--- config.mk ---
export PLATFORM = sky130hd
export DESIGN_NAME = axi4_burst_monitor
export DESIGN_NICKNAME = d
export VERILOG_FILES = /design/src/rtl/axi4_burst_monitor.sv
export SDC_FILE = /design/constraint.sdc
export NUM_CORES = 1
export LEC_CHECK = 0
export CAP_MARGIN = 20
export CORE_MARGIN = 2
export CORE_UTILIZATION = 32
export DETAILED_ROUTE_END_ITERATION = 16
export GPL_ROUTABILITY_DRIVEN = 0
export GPL_TIMING_DRIVEN = 1
export PLACE_DENSITY = 0.56
export SLEW_MARGIN = 10
export SYNTH_ARGS = -nofsm -noshare
export SYNTH_HDL_FRONTEND = slang
export SYNTH_SLANG_ARGS = --single-unit
--- constraint.sdc ---
create_clock -name i_clk -period 8.3 [get_ports i_clk]
set_input_delay 1.245 -clock i_clk [delete_from_list [all_inputs] [get_ports i_clk]]
set_output_delay 1.245 -clock i_clk [all_outputs]
set_load 0.005 [all_outputs]
--- src/rtl/axi4_burst_monitor.sv ---
// axi4_burst_monitor: passive AXI4 burst-tracking checker.
// Records each burst length from AW/AR, follows the W/R beats against that
// length, matches write bursts to B responses, and keeps sticky violation flags
// plus saturating counts of completed bursts. It drives nothing onto the bus.
//
// Handshake semantics: a transfer on any channel happens exactly when its
// valid and ready are both high at a rising clock edge. A valid that was high
// without ready must stay high until the transfer. Dropping it early is a
// protocol violation and is flagged.

// Per-direction burst tracker. It holds the queue of outstanding burst lengths
// and the beat counter of the burst at the head of that queue.
module axi4_burst_monitor_trk #(
  parameter int MAX_OUT = 4
) (
  input  logic       i_clk,
  input  logic       i_reset,
  input  logic       i_push,      // address handshake
  input  logic [7:0] i_len,       // burst length - 1
  input  logic       i_beat,      // data handshake
  input  logic       i_last,      // last flag carried by the data beat
  output logic       o_done,      // beat completed the head burst
  output logic       o_last_err,  // last flag disagrees with the counted length
  output logic       o_ovf_err,   // push to a full queue, dropped
  output logic       o_empty_err  // data beat with no outstanding burst
);

  localparam int PW = $clog2(MAX_OUT);
  localparam int OW = PW + 1;
  localparam logic [OW-1:0] FULL = OW'(MAX_OUT);

  logic [7:0]    r_mem [MAX_OUT];
  logic [PW-1:0] r_wr;
  logic [PW-1:0] r_rd;
  logic [OW-1:0] r_cnt;
  logic [7:0]    r_beat;

  logic       w_empty;
  logic       w_full;
  logic       w_valid_beat;
  logic       w_exp_last;
  logic       w_push_ok;
  logic [7:0] w_head;

  // Decode the beat against the head length. A pop in the same cycle makes room
  // for a push, even when the queue is full.
  always_comb begin
    w_empty      = (r_cnt == '0);
    w_full       = (r_cnt == FULL);
    w_head       = r_mem[r_rd];
    w_valid_beat = i_beat && !w_empty;
    w_exp_last   = (r_beat == w_head);
    o_done       = w_valid_beat && w_exp_last;
    o_last_err   = w_valid_beat && (i_last != w_exp_last);
    o_empty_err  = i_beat && w_empty;
    w_push_ok    = i_push && (!w_full || o_done);
    o_ovf_err    = i_push && !w_push_ok;
  end

  // Length storage. Only the entries between the pointers are meaningful, so
  // this storage has no reset.
  always_ff @(posedge i_clk) begin
    if (w_push_ok) r_mem[r_wr] <= i_len;
  end

  // Queue pointers, occupancy and the beat counter. The counter follows the
  // recorded length, not the last flag.
  always_ff @(posedge i_clk or posedge i_reset) begin
    if (i_reset) begin
      r_wr   <= '0;
      r_rd   <= '0;
      r_cnt  <= '0;
      r_beat <= '0;
    end else begin
      if (w_push_ok) r_wr <= r_wr + PW'(1);
      if (o_done)    r_rd <= r_rd + PW'(1);
      case ({w_push_ok, o_done})
        2'b10:   r_cnt <= r_cnt + OW'(1);
        2'b01:   r_cnt <= r_cnt - OW'(1);
        default: r_cnt <= r_cnt;
      endcase
      if (w_valid_beat) r_beat <= w_exp_last ? 8'd0 : r_beat + 8'd1;
    end
  end

endmodule

module axi4_burst_monitor #(
  parameter int MAX_OUT = 4,
  parameter int CNT_W   = 16
) (
  input  logic             i_clk,
  input  logic             i_reset,
  input  logic             i_awvalid,
  input  logic             i_awready,
  input  logic [7:0]       i_awlen,
  input  logic             i_wvalid,
  input  logic             i_wready,
  input  logic             i_wlast,
  input  logic             i_bvalid,
  input  logic             i_bready,
  input  logic             i_arvalid,
  input  logic             i_arready,
  input  logic [7:0]       i_arlen,
  input  logic             i_rvalid,
  input  logic             i_rready,
  input  logic             i_rlast,
  output logic [7:0]       o_status,
  output logic             o_asserted,
  output logic [CNT_W-1:0] o_wr_bursts,
  output logic [CNT_W-1:0] o_rd_bursts
);

  localparam int OW = $clog2(MAX_OUT) + 1;
  localparam logic [OW-1:0] FULL = OW'(MAX_OUT);

  logic [7:0]       r_status;
  logic             r_asserted;
  logic [CNT_W-1:0] r_wr_bursts;
  logic [CNT_W-1:0] r_rd_bursts;
  logic [OW-1:0]    r_pend_b;
  logic [4:0]       r_wait;   // {b, r, ar, w, aw}: valid was high without ready

  logic       w_aw_hs;
  logic       w_w_hs;
  logic       w_b_hs;
  logic       w_ar_hs;
  logic       w_r_hs;
  logic       w_w_done;
  logic       w_w_last_err;
  logic       w_aw_ovf;
  logic       w_w_empty;
  logic       w_r_done;
  logic       w_r_last_err;
  logic       w_ar_ovf;
  logic       w_r_empty;
  logic       w_b_ok;
  logic       w_b_err;
  logic       w_pend_inc;
  logic       w_pend_ovf;
  logic [4:0] w_wait;
  logic [4:0] w_valid;
  logic [7:0] w_status_set;

  assign w_aw_hs = i_awvalid && i_awready;
  assign w_w_hs  = i_wvalid  && i_wready;
  assign w_b_hs  = i_bvalid  && i_bready;
  assign w_ar_hs = i_arvalid && i_arready;
  assign w_r_hs  = i_rvalid  && i_rready;

  axi4_burst_monitor_trk #(.MAX_OUT(MAX_OUT)) u_wr_trk (
    .i_clk       (i_clk),
    .i_reset     (i_reset),
    .i_push      (w_aw_hs),
    .i_len       (i_awlen),
    .i_beat      (w_w_hs),
    .i_last      (i_wlast),
    .o_done      (w_w_done),
    .o_last_err  (w_w_last_err),
    .o_ovf_err   (w_aw_ovf),
    .o_empty_err (w_w_empty)
  );

  axi4_burst_monitor_trk #(.MAX_OUT(MAX_OUT)) u_rd_trk (
    .i_clk       (i_clk),
    .i_reset     (i_reset),
    .i_push      (w_ar_hs),
    .i_len       (i_arlen),
    .i_beat      (w_r_hs),
    .i_last      (i_rlast),
    .o_done      (w_r_done),
    .o_last_err  (w_r_last_err),
    .o_ovf_err   (w_ar_ovf),
    .o_empty_err (w_r_empty)
  );

  // Collect violations. A B with nothing pending is not counted. A completed
  // write burst that would take pending-B past MAX_OUT is flagged, unless a
  // B retires in the same cycle.
  always_comb begin
    w_valid      = {i_bvalid, i_rvalid, i_arvalid, i_wvalid, i_awvalid};
    w_wait       = w_valid & ~{i_bready, i_rready, i_arready, i_wready, i_awready};
    w_b_ok       = w_b_hs && (r_pend_b != '0);
    w_b_err      = w_b_hs && (r_pend_b == '0);
    w_pend_ovf   = w_w_done && !w_b_ok && (r_pend_b == FULL);
    w_pend_inc   = w_w_done && !w_pend_ovf;
    w_status_set = {(w_aw_ovf | w_ar_ovf | w_w_empty | w_r_empty | w_b_err | w_pend_ovf),
                    w_r_last_err, w_w_last_err, (r_wait & ~w_valid)};
  end

  // Sticky flags, registered summary, pending-B tracking and saturating counters.
  always_ff @(posedge i_clk or posedge i_reset) begin
    if (i_reset) begin
      r_status    <= '0;
      r_asserted  <= 1'b0;
      r_wr_bursts <= '0;
      r_rd_bursts <= '0;
      r_pend_b    <= '0;
      r_wait      <= '0;
    end else begin
      r_status   <= r_status | w_status_set;
      r_asserted <= |r_status;
      r_wait     <= w_wait;
      case ({w_pend_inc, w_b_ok})
        2'b10:   r_pend_b <= r_pend_b + OW'(1);
        2'b01:   r_pend_b <= r_pend_b - OW'(1);
        default: r_pend_b <= r_pend_b;
      endcase
      if (w_b_ok && (r_wr_bursts != '1))   r_wr_bursts <= r_wr_bursts + CNT_W'(1);
      if (w_r_done && (r_rd_bursts != '1)) r_rd_bursts <= r_rd_bursts + CNT_W'(1);
    end
  end

  assign o_status    = r_status;
  assign o_asserted  = r_asserted;
  assign o_wr_bursts = r_wr_bursts;
  assign o_rd_bursts = r_rd_bursts;

endmodule

## Word level (Yosys, flattened, before mapping)

Memories as Yosys holds them, arrays and structs flattened.
Cells that the tools add are included.

- Bits of input ports: 30
- Register bits: 79
- ROM bits: 0
- Bits in latches: 0
- Output and inout bits: 41
- Memories kept: 2
- Memory bits (writable): 64
- Word-level logic and storage cells: 106

- Equal/unequal tests: 15
- Multiplexer cells: 9
- $mul: 0
- Shifts and indexed selects: 0
- Divide/modulo/power cells: 0
- Order comparisons: 0
- Reductions and logical operators: 42
- Add/subtract/negate cells: 14
- Bitwise gates (word level): 10

Memories:

| name | words | width | rd ports | clocked after memory_dff | wr ports | line | source |
|---|---|---|---|---|---|---|---|
| u_rd_trk.r_mem | 4 | 8 | 1 | 0 | 1 | 32 | `logic [7:0] r_mem [MAX_OUT];` |
| u_wr_trk.r_mem | 4 | 8 | 1 | 0 | 1 | 32 |  |

Operator list:

| operator | count |
|---|---|
| $add 16x1->16 const B | 2 |
| $ne 16x16->1 const B | 2 |
| $logic_and 1x1->1 | 24 |
| $pmux 3 s2 | 3 |
| $add 8x1->8 const B | 2 |
| $eq 8x8->1 | 2 |
| $mux 8 | 2 |
| $and 5x5->5 | 2 |
| $not 5->5 | 2 |
| $add 3x1->3 const B | 3 |
| $eq 3x3->1 const B | 3 |
| $logic_not 3->1 | 3 |
| $sub 3x1->3 const B | 3 |
| $add 2x1->2 const B | 4 |
| $logic_not 1->1 | 8 |
| $or 8x8->8 | 1 |
| $reduce_or 8->1 | 1 |
| $eq 2x1->1 const B | 3 |
| $eq 2x2->1 const B | 3 |
| $reduce_bool 2->1 | 3 |
| $or 1x1->1 | 5 |
| $mux 1 | 4 |
| $reduce_bool 3->1 | 1 |
| $logic_or 1x1->1 | 2 |
| $ne 1x1->1 | 2 |

## Depth between registers and ports, before layout

- Word-level depth: 14
- Gate-level depth with buffers: 12
- Depth with buffers taken out: 10

## Modules after synthesis

From an unflattened synthesis, not the netlist that was laid out.

- Cells, all modules: 548
- Area total of the unflattened synthesis: 6882.9 sq um

By module, submodules not included:

| module | cells an instance | instances | area an instance (sq um) |
|---|---|---|---|
| axi4_burst_monitor | 226 | 1 | 2454.9 |
| axi4_burst_monitor_trk at u_rd_trk | 169 | 1 | 2245.9 |
| axi4_burst_monitor_trk at u_wr_trk | 153 | 1 | 2182.1 |

## Least setup slack after synthesis

OpenSTA, ideal clock, no wires.

- Kind: input to register
- From: in i_rvalid
- To: reg u_rd_trk.r_cnt[2]
- Slack: 4822 ps
- Path buffers: 3
- Stages: 11
- Arrival: 3349 ps
- Cells stage by stage: nand2_1 or2_2 clkbuf_1 nor3_2 buf_4 buf_2 nand2_1 fa_1 or3_1 mux2i_1 a22oi_1

- Cells in the longest elaborated chain, start to end: 7
- Elaborated cells on any way between the ends: 9
- Classes of those cells: eq/ne (2); mux (1); reduce/logical (6)

Ends and longest elaborated chain:

| element | line | source |
|---|---|---|
| start: declaration | 105 | `input logic i_rvalid,` |
| $logic_and 1x1->1 (*) | 149 | `assign w_r_hs = i_rvalid && i_rready;` |
| $logic_and 1x1->1 (*) | 51 | `w_valid_beat = i_beat && !w_empty;` |
| $logic_and 1x1->1 (*) | 53 | `o_done = w_valid_beat && w_exp_last;` |
| $logic_or 1x1->1 | 56 | `w_push_ok = i_push && (!w_full \|\| o_done);` |
| $logic_and 1x1->1 | 56 |  |
| $eq 2x1->1 or $eq 2x2->1 (tied branches) | 77 | `case ({w_push_ok, o_done})` |
| $pmux 3 s2 or $reduce_bool 2->1 (tied branches) | - |  |
| end signal: assignment | 78 | `2'b10: r_cnt <= r_cnt + OW'(1);` |
| end signal: assignment | 79 | `2'b01: r_cnt <= r_cnt - OW'(1);` |
| end signal: assignment | 80 | `default: r_cnt <= r_cnt;` |
| end: declaration | 35 | `logic [OW-1:0] r_cnt;` |

Mark *: on every way between the ends. The rest lies on a longest branch, timed or not.
A chain may end at the register's enable or synchronous reset.

## Worst setup path in the final report

- From: in i_rvalid
- To: mem u_rd_trk.r_mem[3][3], enable pin

- Cells in the longest elaborated chain, start to end: 7

Ends and longest elaborated chain:

| element | line | source |
|---|---|---|
| $logic_and 1x1->1 | 149 |  |
| $logic_and 1x1->1 | 51 |  |
| $logic_and 1x1->1 | 53 |  |
| $logic_or 1x1->1 | 56 |  |
| $logic_and 1x1->1 | 56 |  |
| $mux 1 | 63 | `if (w_push_ok) r_mem[r_wr] <= i_len;` |
| $mux 1 (not written as such) | 63 |  |
| end: declaration | 32 |  |

No other way between the ends.

==> results.ini <==
[outcome]
outcome = finished, final reports clean

[power_and_ir_drop]
seq_power_share = 0.467
leakagePower_nw = 3.04
power.density_mw_per_mm2 = 258
swShare = 0.288
p_switching_uw = 597
power_frac_comb = 0.193
p_int_mw = 1.48
ir_worst_vdd_v = 0.000109
pwr-share-clk = 0.340

[clocking]
cts.sinks = 143
clk_pin_slew_worst_paths_ns = 0.06
post-cts-setup-buffers = 0
clk-insertion-delay-late_ns = 0.42
postCtsHoldBufs = 0
cts_resized = 0
root_buffer = clkbuf_16
cts.htree.levels = 4
clock_path_buffers = 2
cts_inserted_buffers = 17
cts_tree = yes

[detailed_routing]
wl_per_cell_um = 14.8
via_per_inst = 4.75
drtAntennaViolNets = 0
vias = 4113
drt_iter0_drc = 234
dr.pass1.iters = 8
drt_wl_total_um = 12800
drc = 0

[timing]
period_share = 0.501
maxSlewHeadroom = 0.298
fmax_mhz = 241
hold_viol_final = 0
fin_setup_tns_ns = 0
min_period_ns = 4.16
drv_slew = 0
worst_slew_pin_slew_ns = 1.05
final.setup_skew_ns = 0.0117
finalSetupViolations = 0
grt_setup_unrepaired = no

[critical_path]
crit_required_ns = 8.34
path_max_fanout = 30
worstRegToRegCells = 6
cp-start-kind = input port
cp_data_arrival_time_ns = 4.20
crit_type = in2reg
end_kind = flop

[yosys]
yosysWarnings = 0
synth-async-reset-ratio = 0.552
netlist_instances = 502
synth.avg_cell_area_um2 = 12.9
synth-main-ff-cell = dfrtp_1
ys_ff_latch = 143
synth_edf_count = 64
synth.cell_area_mm2 = 0.00648
syn_nets = 547
ys_types = 48
ys_seq_area_frac = 0.602

[global_route]
grt_first_pass_wirelength_um = 21200
grt_pass1_vias = 4067
grt_max_degree = 80
grtUsageTotal = 0.125
overflow = 0
antenna_found_initial = 0

[layout]
fillerInstances = 1888
final_util = 0.402
multi_input_area_mm2 = 0.00242
seq_area_mm2 = 0.00390
layout_commonest_cell = dfrtp_1
nets = 627
layout-drive-gt1-share = 0.104
num_antenna_cells = 0
area_growth_pct = 24.4
final_cell_mix = dfrtp_1, clkdlybuf4s50_1, edfxtp_1

[min_path]
hold_class = reg2reg
hold_depth = 1

[floorplanning]
dieArea_mm2 = 0.0214
rows = 52
start_util = 0.323
die_h_um = 146
core_mm2 = 0.0200
num_io_pins = 71
die_x_um = 146

[place]
hpwl_um = 9090
port_buffers = 70

[job]
max-cap-violations = 0

[flip-flops by register name (all words and copies together), names as in the netlist, 2 cells and up]
signal and count:
u_wr_trk.r_rd 2, r_wait 5, o_status 8, u_wr_trk.r_cnt 3, u_rd_trk.r_mem 32, o_rd_bursts 16, o_wr_bursts 16, u_wr_trk.r_beat 8
u_wr_trk.r_wr 2, r_pend_b 3, u_rd_trk.r_rd 2, u_wr_trk.r_mem 32, u_rd_trk.r_beat 8, u_rd_trk.r_cnt 3, u_rd_trk.r_wr 2
[area by class of cell]
type,count,area share
multi-input combinational,320,0.300
clock inverter,9,0.00777
tap,270,0.0419
clock buffer,23,0.0607
inverter,26,0.0123
sequential,143,0.484
timing repair buffer,74,0.0932
[through the flow]
stage	hold WS [ns]	worst slack, ns	area (µm²)	cells	power (mW)
after floorplan	0.430	4.82	6480	502	1.25
after global placement	0.433	3.91	7470	832	1.36
after detailed placement	0.440	3.75	7470	832	1.39
after CTS	0.454	4.17	8030	864	2.10
after global routing	0.473	3.86	8050	865	2.20
final	0.451	4.14	8050	865	2.08
[logic make-up after synthesis]
group                      after synthesis  synth area share
and+or+nand+nor                        169             0.132
DFF                                    143             0.602
xor gates and xnor gates                60            0.0811
AOI/OAI and AO/OA                       48            0.0512
buffers and inverters                   39            0.0259
muxes                                   28            0.0757
adders and majority gates               15            0.0325
[worst paths after layout]
kind	from	endpoint	slack [ns]
max in group asynchronous	i_reset	u_rd_trk.r_wr[1]	6.45
min reg2reg	r_wait[3]	o_status[3]	0.45
min	r_wait[3]	o_status[3]	0.45
max	i_rvalid	u_rd_trk.r_mem[3][3]	4.14
min in group asynchronous	i_reset	o_status[4]	1.27
max reg2reg	u_rd_trk.r_rd[0]	u_rd_trk.r_mem[3][3]	4.28
[synth_stat cells, types with 5 or more instances]
| cell type | count | area [µm²] |
|---|---|---|
| nand4_1 | 13 | 81.3 |
| clkbuf_1 | 6 | 22.5 |
| xor2_1 | 16 | 140 |
| edfxtp_1 | 64 | 1920 |
| or3_1 | 5 | 31.3 |
| nor3_1 | 13 | 65.1 |
| mux4_2 | 16 | 360 |
| nor2_1 | 40 | 150 |
| a22o_1 | 5 | 43.8 |
| a21oi_1 | 9 | 45.0 |
| xnor2_1 | 44 | 385 |
| and3_1 | 6 | 37.5 |
| nor4_1 | 5 | 31.3 |
| mux2_2 | 8 | 90.1 |
| nand3_1 | 21 | 105 |
| buf_4 | 5 | 37.5 |
| dfrtp_1 | 79 | 1980 |
| inv_1 | 26 | 97.6 |
| ha_1 | 12 | 150 |
| a21o_1 | 8 | 60.1 |
| nand2_1 | 40 | 150 |
| o21ai_0 | 10 | 50.1 |
[per-layer routing]
metal	wire length, µm	share of wire	vias to the layer above	GRT usage
met5	0	0	-	0
met4	142	0.011	0	0.0432
met3	542	0.042	11	0.0369
met2	6120	0.48	91	0.196
met1	6040	0.47	2038	0.166
li1	-	-	1973	-
[critical path, stage by stage]
cell             delay [ns]
clkdlybuf4s50_1        0.52
nand2_1                0.09
or2_2                  0.37
nor3_4                 0.89
o21bai_1               0.42
nor2_1                 0.66
[power by group through the flow]
stage / registers (mW) / logic [mW] / clock network (mW)
2_1_floorplan: 0.937 / 0.311 / 0
3_3_place_gp: 0.977 / 0.388 / 0
3_5_place_dp: 0.981 / 0.405 / 0
4_1_cts: 0.969 / 0.407 / 0.721
5_1_grt: 0.990 / 0.452 / 0.753
6_report: 0.969 / 0.400 / 0.707
Power figures use the tool's default switching activity.
